[src/rtl/regfile_sweep_if.sv]
// Register-file port bundle: one write port, two read ports and the clear handshake.
// Latency: n/a (wires only). Backpressure: none; clr_busy tells the master when writes are dropped.
// master drives addresses/data/clr_req; slave returns read data and sweep status.
interface regfile_sweep_if #(
    parameter int DATA_W = 32,
    parameter int ADDR_W = 5
);
    logic              we;
    logic [ADDR_W-1:0] waddr;
    logic [DATA_W-1:0] wdata;
    logic [ADDR_W-1:0] raddr1;
    logic [ADDR_W-1:0] raddr2;
    logic [DATA_W-1:0] rdata1;
    logic [DATA_W-1:0] rdata2;
    logic              clr_req;
    logic              clr_busy;
    logic              clr_done;

    modport master (
        output we, waddr, wdata, raddr1, raddr2, clr_req,
        input  rdata1, rdata2, clr_busy, clr_done
    );

    modport slave (
        input  we, waddr, wdata, raddr1, raddr2, clr_req,
        output rdata1, rdata2, clr_busy, clr_done
    );
endinterface

[src/rtl/regfile_sweep.sv]
// 2R/1W register file cleared by a one-entry-per-cycle sweep FSM; REGFILE_BYPASS_EN adds write-first read forwarding.
// Latency: reads combinational, writes visible next cycle; a clear takes DEPTH cycles.
// Backpressure: none; while clr_busy is high, writes and clr_req are dropped and reads return 0.
module regfile_sweep #(
    parameter int DATA_W   = 32,
    parameter int ADDR_W   = 5,
    parameter bit ZERO_REG = 1'b1
) (
    input  logic           clk,
    input  logic           rst,
    regfile_sweep_if.slave rf
);
    localparam int                DEPTH    = 1 << ADDR_W;
    localparam logic [ADDR_W-1:0] PTR_LAST = ADDR_W'(DEPTH - 1);

    typedef enum logic {
        IDLE  = 1'b0,
        CLEAR = 1'b1
    } state_t;

    state_t            state;
    state_t            state_nxt;
    logic [ADDR_W-1:0] ptr;
    logic [ADDR_W-1:0] ptr_nxt;
    logic              clr_busy_q;
    logic              busy_nxt;
    logic              clr_done_q;
    logic              done_nxt;

    logic              mem_we;
    logic [ADDR_W-1:0] mem_addr;
    logic [DATA_W-1:0] mem_dat;
    logic [DATA_W-1:0] mem [DEPTH];

    logic              wr_zero_blk;
    logic              fwd_ok;
    logic [DATA_W-1:0] rd1;
    logic [DATA_W-1:0] rd2;

    assign wr_zero_blk = ZERO_REG && (rf.waddr == '0);

    always_ff @(posedge clk) begin
        if (rst) begin
            state      <= CLEAR;
            ptr        <= '0;
            clr_busy_q <= 1'b1;
            clr_done_q <= 1'b0;
        end else begin
            state      <= state_nxt;
            ptr        <= ptr_nxt;
            clr_busy_q <= busy_nxt;
            clr_done_q <= done_nxt;
        end
    end

    always_comb begin
        state_nxt = state;
        ptr_nxt   = ptr;
        busy_nxt  = clr_busy_q;
        done_nxt  = 1'b0;
        mem_we    = 1'b0;
        mem_addr  = rf.waddr;
        mem_dat   = rf.wdata;
        case (state)
            IDLE: begin
                // A clear request in the same cycle as a write wins; the write is lost.
                if (rf.clr_req) begin
                    state_nxt = CLEAR;
                    ptr_nxt   = '0;
                    busy_nxt  = 1'b1;
                end else if (rf.we && !wr_zero_blk) begin
                    mem_we = 1'b1;
                end
            end
            CLEAR: begin
                mem_we   = 1'b1;
                mem_addr = ptr;
                mem_dat  = '0;
                ptr_nxt  = ptr + 1'b1;
                if (ptr == PTR_LAST) begin
                    state_nxt = IDLE;
                    busy_nxt  = 1'b0;
                    done_nxt  = 1'b1;
                end
            end
            default: begin
                state_nxt = CLEAR;
                ptr_nxt   = '0;
                busy_nxt  = 1'b1;
            end
        endcase
    end

    // No reset on the array so it can map onto RAM; rst only restarts the sweep.
    always_ff @(posedge clk) begin
        if (!rst && mem_we) begin
            mem[mem_addr] <= mem_dat;
        end
    end

`ifdef REGFILE_BYPASS_EN
    assign fwd_ok = (state == IDLE) && rf.we && !wr_zero_blk;
`else
    assign fwd_ok = 1'b0;
`endif

    // Mid-sweep the array holds a mix of old and cleared entries, so reads are forced to 0.
    always_comb begin
        rd1 = mem[rf.raddr1];
        if ((state == CLEAR) || (ZERO_REG && (rf.raddr1 == '0))) begin
            rd1 = '0;
        end else if (fwd_ok && (rf.raddr1 == rf.waddr)) begin
            rd1 = rf.wdata;
        end
    end

    always_comb begin
        rd2 = mem[rf.raddr2];
        if ((state == CLEAR) || (ZERO_REG && (rf.raddr2 == '0))) begin
            rd2 = '0;
        end else if (fwd_ok && (rf.raddr2 == rf.waddr)) begin
            rd2 = rf.wdata;
        end
    end

    assign rf.rdata1   = rd1;
    assign rf.rdata2   = rd2;
    assign rf.clr_busy = clr_busy_q;
    assign rf.clr_done = clr_done_q;

    a_busy_tracks_state: assert property (@(posedge clk) clr_busy_q == (state == CLEAR));
    a_done_single:       assert property (@(posedge clk) disable iff (rst) clr_done_q |=> !clr_done_q);
    a_done_not_busy:     assert property (@(posedge clk) clr_done_q |-> !clr_busy_q);

endmodule

[src/flat_wrapper.sv]
// flat-port wrapper written by rule: the top's interface ports become plain ports
module regfile_sweep_flat 
#(
    parameter int DATA_W   = 32,
    parameter int ADDR_W   = 5,
    parameter bit ZERO_REG = 1'b1
)
  (clk, rst, rf_we, rf_waddr, rf_wdata, rf_raddr1, rf_raddr2, rf_clr_req, rf_rdata1, rf_rdata2, rf_clr_busy, rf_clr_done);
  regfile_sweep_if #(.DATA_W(DATA_W), .ADDR_W(ADDR_W)) rf_i ();
  input  logic clk;
  input  logic rst;
  input wire logic [$bits(rf_i.we)-1:0] rf_we;
  input wire logic [$bits(rf_i.waddr)-1:0] rf_waddr;
  input wire logic [$bits(rf_i.wdata)-1:0] rf_wdata;
  input wire logic [$bits(rf_i.raddr1)-1:0] rf_raddr1;
  input wire logic [$bits(rf_i.raddr2)-1:0] rf_raddr2;
  input wire logic [$bits(rf_i.clr_req)-1:0] rf_clr_req;
  output wire logic [$bits(rf_i.rdata1)-1:0] rf_rdata1;
  output wire logic [$bits(rf_i.rdata2)-1:0] rf_rdata2;
  output wire logic [$bits(rf_i.clr_busy)-1:0] rf_clr_busy;
  output wire logic [$bits(rf_i.clr_done)-1:0] rf_clr_done;
  assign rf_i.we = rf_we;
  assign rf_i.waddr = rf_waddr;
  assign rf_i.wdata = rf_wdata;
  assign rf_i.raddr1 = rf_raddr1;
  assign rf_i.raddr2 = rf_raddr2;
  assign rf_i.clr_req = rf_clr_req;
  assign rf_rdata1 = rf_i.rdata1;
  assign rf_rdata2 = rf_i.rdata2;
  assign rf_clr_busy = rf_i.clr_busy;
  assign rf_clr_done = rf_i.clr_done;
  regfile_sweep #(.DATA_W(DATA_W), .ADDR_W(ADDR_W), .ZERO_REG(ZERO_REG)) u_core (.clk(clk), .rst(rst), .rf(rf_i));
endmodule
[config.mk]
export PLATFORM = sky130hd
export DESIGN_NAME = regfile_sweep_flat
export DESIGN_NICKNAME = d
export VERILOG_FILES = /design/src/rtl/regfile_sweep_if.sv /design/src/rtl/regfile_sweep.sv /design/src/flat_wrapper.sv
export SDC_FILE = /design/constraint.sdc
export NUM_CORES = 1
export LEC_CHECK = 0
export BUFFER_PORTS_ARGS = -buffer_cell sky130_fd_sc_hd__buf_2
export CAP_MARGIN = 40
export CORE_MARGIN = 2
export CORE_UTILIZATION = 40
export CTS_CLUSTER_DIAMETER = 50
export CTS_CLUSTER_SIZE = 12
export DETAILED_ROUTE_END_ITERATION = 10
export GPL_ROUTABILITY_DRIVEN = 0
export GPL_TIMING_DRIVEN = 0
export HOLD_SLACK_MARGIN = 0.15
export MAX_ROUTING_LAYER = met4
export SYNTH_ARGS = -nofsm -noshare
export SYNTH_HDL_FRONTEND = slang
export SYNTH_SLANG_ARGS = --single-unit
[constraint.sdc]
create_clock -name clk -period 11.7 [get_ports clk]
set_input_delay 1.17 -clock clk [delete_from_list [all_inputs] [get_ports clk]]
set_output_delay 1.17 -clock clk [all_outputs]
set_load 0.02 [all_outputs]
=== After elaboration in Yosys (flattened, before gate mapping) ===
Memories as Yosys holds them, arrays and structs flattened.
Index checks and enable logic that the tools add are counted.

* Register bits: 8
* Bits in writable memories: 1024
* Bits of input ports: 51
* Output and inout port bits: 66
* Word-level logic and storage cells: 39
* Memories: 1

{| class="wikitable"
|+ Memories
! name !! words !! width !! rd ports !! clocked after memory_dff !! write ports !! RTL line !! text
|-
| u_core.mem || 32 || 32 || 2 || 0 || 1 || regfile_sweep.sv:33 || <nowiki>logic [DATA_W-1:0] mem [DEPTH];</nowiki>
|}

* $add $sub $neg: 1
* Eq/ne operators: 3
* Multiplexer cells: 18
* Bitwise logic cells: 1
* Reduce and logical (&&, ||, !) cells: 11

{| class="wikitable"
|+ Operators with widths
! cell !! number
|-
| $mux W32 || 3
|-
| $logic_not A5 Y1 || 3
|-
| $mux W5 || 2
|-
| $pmux W5 S2 || 1
|-
| $mux W1 || 9
|-
| $pmux W1 S2 || 3
|-
| $add A5 B1 Y5 const B || 1
|-
| $eq A5 B5 Y1 const B || 1
|-
| $ne A2 B2 Y1 const B || 2
|-
| $logic_and A1 B1 Y1 || 2
|-
| $logic_not A1 Y1 || 2
|-
| $logic_or A1 B1 Y1 || 2
|-
| $reduce_and A2 Y1 || 1
|-
| $reduce_or A2 Y1 || 1
|-
| $not A1 Y1 || 1
|}

=== Longest topological paths before layout ===
* Word-level depth: 9
* Depth in mapped cells: 9
* Mapped depth without buffers: 5

=== Least setup slack after synthesis ===
OpenSTA, ideal clock, no wires.

* Path kind: input to register
* Start point: input port rf_waddr[2]
* End point: memory u_core.mem[16][0] (enable)
* Setup time: 0.501 ns
* Arrival time: 4.858 ns
* Data required time: 11.199 ns
* Setup slack: 6.340 ns
* Stages on the path: 4
* Path through: or3_1 -> o31ai_1 -> nand2_1 -> nor4_1

* Longest elaborated chain between the ends: 9
* Elaborated cells between the ends (all ways): 10
* Classes of those cells: mux (6); reduce/logical (4)

{| class="wikitable"
|+ Ends and longest elaborated chain
! element !! RTL line !! text
|-
| start: declaration || flat_wrapper.sv:13 || <nowiki>input wire logic [$bits(rf_i.waddr)-1:0] rf_waddr;</nowiki>
|-
| $logic_not A5 Y1 || regfile_sweep.sv:40 || <nowiki>assign wr_zero_blk = ZERO_REG && (rf.waddr == '0);</nowiki>
|-
| $logic_not A1 Y1 || regfile_sweep.sv:71 || <nowiki>end else if (rf.we && !wr_zero_blk) begin</nowiki>
|-
| $logic_and A1 B1 Y1 || regfile_sweep.sv:71 ||
|-
| $mux W1 || regfile_sweep.sv:71 ||
|-
| $mux W1 || regfile_sweep.sv:67 || <nowiki>if (rf.clr_req) begin</nowiki>
|-
| $pmux W1 S2 || regfile_sweep.sv:64 || <nowiki>case (state)</nowiki>
|-
| $logic_and A1 B1 Y1 || regfile_sweep.sv:96 || <nowiki>if (!rst && mem_we) begin</nowiki>
|-
| $mux W1 || regfile_sweep.sv:96 ||
|-
| $mux W1 (not written as such) || regfile_sweep.sv:97 || <nowiki>mem[mem_addr] <= mem_dat;</nowiki>
|-
| end: declaration || regfile_sweep.sv:33 ||
|}

Several ways; a longest one is shown, not always the timed one.

=== Worst setup path after layout ===
* Start point: input port rf_raddr1[1]
* End point: output port rf_rdata1[13]

* Longest elaborated chain between the ends: 3
* Elaborated cells between the ends (all ways): 4
* Classes of those cells: mux (1); reduce/logical (2); memory (1)

{| class="wikitable"
|+ Ends and longest elaborated chain
! element !! RTL line !! text
|-
| start: declaration || flat_wrapper.sv:15 || <nowiki>input wire logic [$bits(rf_i.raddr1)-1:0] rf_raddr1;</nowiki>
|-
| parallel branches: the longest is 2 deep, another holds $mem_v2 Z32 W32 || n/a ||
|-
| $mux W32 (*) || regfile_sweep.sv:110 || <nowiki>if ((state == CLEAR) || (ZERO_REG && (rf.raddr1 == '0))) begin</nowiki>
|-
| end: declaration || flat_wrapper.sv:18 || <nowiki>output wire logic [$bits(rf_i.rdata1)-1:0] rf_rdata1;</nowiki>
|}

Mark *: on every way between the ends.

==> reports/qor.csv <==
stage,metric,value,unit
global_route,global-route wire length before repair,241300,µm
timing,FMAX,165.9,MHz
cells_and_area,"Design Area, Final",0.05687,mm²
setup_path,CP startpoint kind,primary input,
synth,Syn Inst Count,2904,
power,PD cells,141.9,mW/mm²
timing,clock skew,0.02586,ns
placement,Area after DPL,0.05332,mm²
timing,final hold vios,0,
global_route,initial antenna violation count,16,
setup_path,CP Class,primary input to output pin,
clocking,H-tree Lvls,3,
timing,worst setup margin,5.671,ns
synth,"Net Count, Synth",2957,
synth,ys async rst share,0,%
global_route,largest net degree at the start of global routing,25,
synth,"Cell Area, Synth",0.04840,mm²
clocking,clock latency on the worst-skew pair,0.71,ns
synth,Post-synth top flop,edfxtp_1,
clocking,CTS Hold Buffers Added,0,
job,maxcap violations,0,
clocking,CTS buffer count,111,
timing,RSZ-0062 raised after global routing,false,
synth,Mapped Avg Cell Area,16.67,µm²
clocking,post-CTS sizing,0,
synth,"Seq/Total Area, Yosys",63.86,%
routing,Routed wire per std cell,35.27,µm
placement,final HPWL from detailed placement,132500,µm
routing,DR vias,32063,
clocking,Max clock buf depth,3,
status,status,completed,
global_route,number of global-route vias before repair,30909,
placement,Port Buffers,111,
die,I/O pin total,117,
worst_hold_path,HP Class,register to register,
synth,synth unique cells,51,
timing,final worst-path cycle share,51.53,%
power,Peak VDD IR,0.0001166,V
die,Die H,351.9,µm
power,Total Power,8.067,mW
die,Core ar.,0.1200,mm²
timing,worst hold slack,0.5419,ns
cells_and_area,fill count,10177,
cells_and_area,Area growth syn-to-layout,17.49,%
synth,"EDFF count, synth",1024,
routing,Post-DRT Antenna Nets,0,
routing,Initial DRC Count,4694,
routing,drt first pass iters,8,
clocking,Root Driver,clkbuf_16,
setup_path,Setup crit end kind,output pin,
routing,Via density,6.392,
setup_path,CP Max Fanout,10,
clocking,CTS tree,yes,
clocking,Sink Count,1032,
clocking,# Post-CTS Setup Buffers,0,
timing,Final setup viols,0,
die,Row Count,127,
die,Die ar.,0.1238,mm²
power,P_leak,19.21,nW
global_route,GR Util All Layers,29.15,%
routing,WL final,176900,µm
setup_path,arrival time worst endpoint,4.86,ns
clocking,Worst-path clk slew,0.06,ns
die,die width,351.9,µm
timing,"Slew Viols, Final",0,
die,Initial Utilization,40.35,%
timing,relative slew slack,24.64,%
timing,Tightest Pin Transition,1.130,ns
synth,post-synthesis register bit count,1032,
timing,final setup TNS,0,ns
global_route,Overflow after GRT,0,
cells_and_area,layout cells sized above 1,32.82,%
cells_and_area,# nets final,3389,
synth,Yosys warning total,0,
routing,Residual DRC,0,
timing,post-layout min period,6.029,ns
placement,pre-CTS WS,5.993,ns
setup_path,Reg2Reg Setup Slack,7.44,ns
setup_path,"Req. time, crit path",10.53,ns
==> cells by family after synthesis <==
logic type / share of synthesized area [%]
buffers and inverters: 2.357
adders and majority gates: 0.05169
DFF: 63.86
muxes: 21.79
and+or+nand+nor: 5.079
AOI/OAI and AO/OA: 6.861
==> layer usage <==
layer	GRT usage, %	part of all wire (%)	wire length [µm]	vias to the layer above
met3	8.987	13	23800	369
met4	10.08	3.9	6812	0
met5	-	0	0	-
met2	44.56	46	81040	2325
li1	-	-	-	12940
met1	36.83	37	65260	16429
==> synth_stat cells, types with 2 or more instances <==
library cell     n  area (µm²)
clkbuf_1       105       394.1
o22ai_1         65       406.6
nand4_1         62       387.9
nor4_1           4       25.02
buf_6            4       45.04
nor2_1          14       52.55
dfxtp_1          8       160.2
ha_1             2       25.02
mux2_2         196        2207
or2_1            2       12.51
mux4_2         252        5675
a22oi_1        166        1246
buf_1           10       37.54
a31oi_1         26       162.7
buf_4           20       150.1
a21oi_1          4       20.02
inv_1            5       18.77
nand3_1         96       480.5
nor4bb_1         3       30.03
mux2_1           2       22.52
o31a_1          31       271.5
o21ai_1          2       10.01
mux2i_1        264        2643
a22o_1          27       236.5
and3_1           4       25.02
a32oi_1          7       61.31
nor3b_1          3       22.52
nand2b_1         5       31.28
or4_1            2       15.01
nor3_1          33       165.2
edfxtp_1      1024       30750
o31ai_1          2       15.01
o21ai_0         66       330.3
buf_2           98       490.5
a211oi_1        65       488.0
nor2b_1        102       638.1
nand2_1         69       259.0
nor4b_2          3       45.04
or3_1           32       200.2
and2_1           8       50.05
==> critical path, cell delays in order <==
cell and delay, ns:
buf_2 0.11, buf_2 0.25, buf_2 0.51, buf_2 0.44, mux4_2 0.36, a22oi_1 0.84, o31a_1 0.40, nand4_1 0.43
buf_2 0.32
==> state kept, by name, indices dropped and copies added, names as in the netlist <==
name / flops
u_core.mem: 1024
u_core.ptr: 5
u_core.rf.clr_busy: 1
u_core.rf.clr_done: 1
u_core.state: 1
==> placed cells by master, fill, tap and decap left out, types with 31 or more instances in the layout <==
cell       count
nor2b_1       70
o21ai_0       66
or3_1         32
a22oi_1      166
nand2_1       69
clkbuf_16    113
o31a_1        31
a211oi_1      65
nand4_1       62
buf_8         41
mux2_2       196
o22ai_1       65
mux2i_1      264
buf_6         51
nand3_1       96
mux4_2       252
buf_4        133
buf_2        213
clkbuf_1     113
edfxtp_1    1024
==> final cells by class <==
cell class	count	area (µm²)	share of cell area (%)
clock buffer	123	2885	5.074
sequential	1032	30910	54.35
inverter	5	18.77	0.03300
buffer	238	1122	1.974
multi-input combinational	1629	16610	29.21
antenna	7	17.52	0.03080
clock inverter	51	634.4	1.115
tap	1612	2017	3.547
timing repair buffer	319	2651	4.662
==> power by group <==
part           internal [mW]  switching [mW]
registers               4.03         0.00983
clock network           2.04            1.47
logic                  0.205           0.315
==> worst paths after layout <==
kind / startpoint / end / cells after the start
worst max-delay path: rf_raddr1[1] / rf_rdata1[13] / 9
worst min-delay path: u_core.rf.clr_busy / u_core.rf.clr_busy / 2
worst max register to register: u_core.state / u_core.mem[16][7] / 12
worst min register to register: u_core.rf.clr_busy / u_core.rf.clr_busy / 2
==> through the flow <==
step	instances	utilization, %
after global placement	4627	42.49
after floorplan	2904	-
after detailed placement	4834	44.45
after global routing	5015	47.40
final	5016	47.40
after CTS	5008	47.38
No activity file was read; power rests on OpenSTA's default activity.
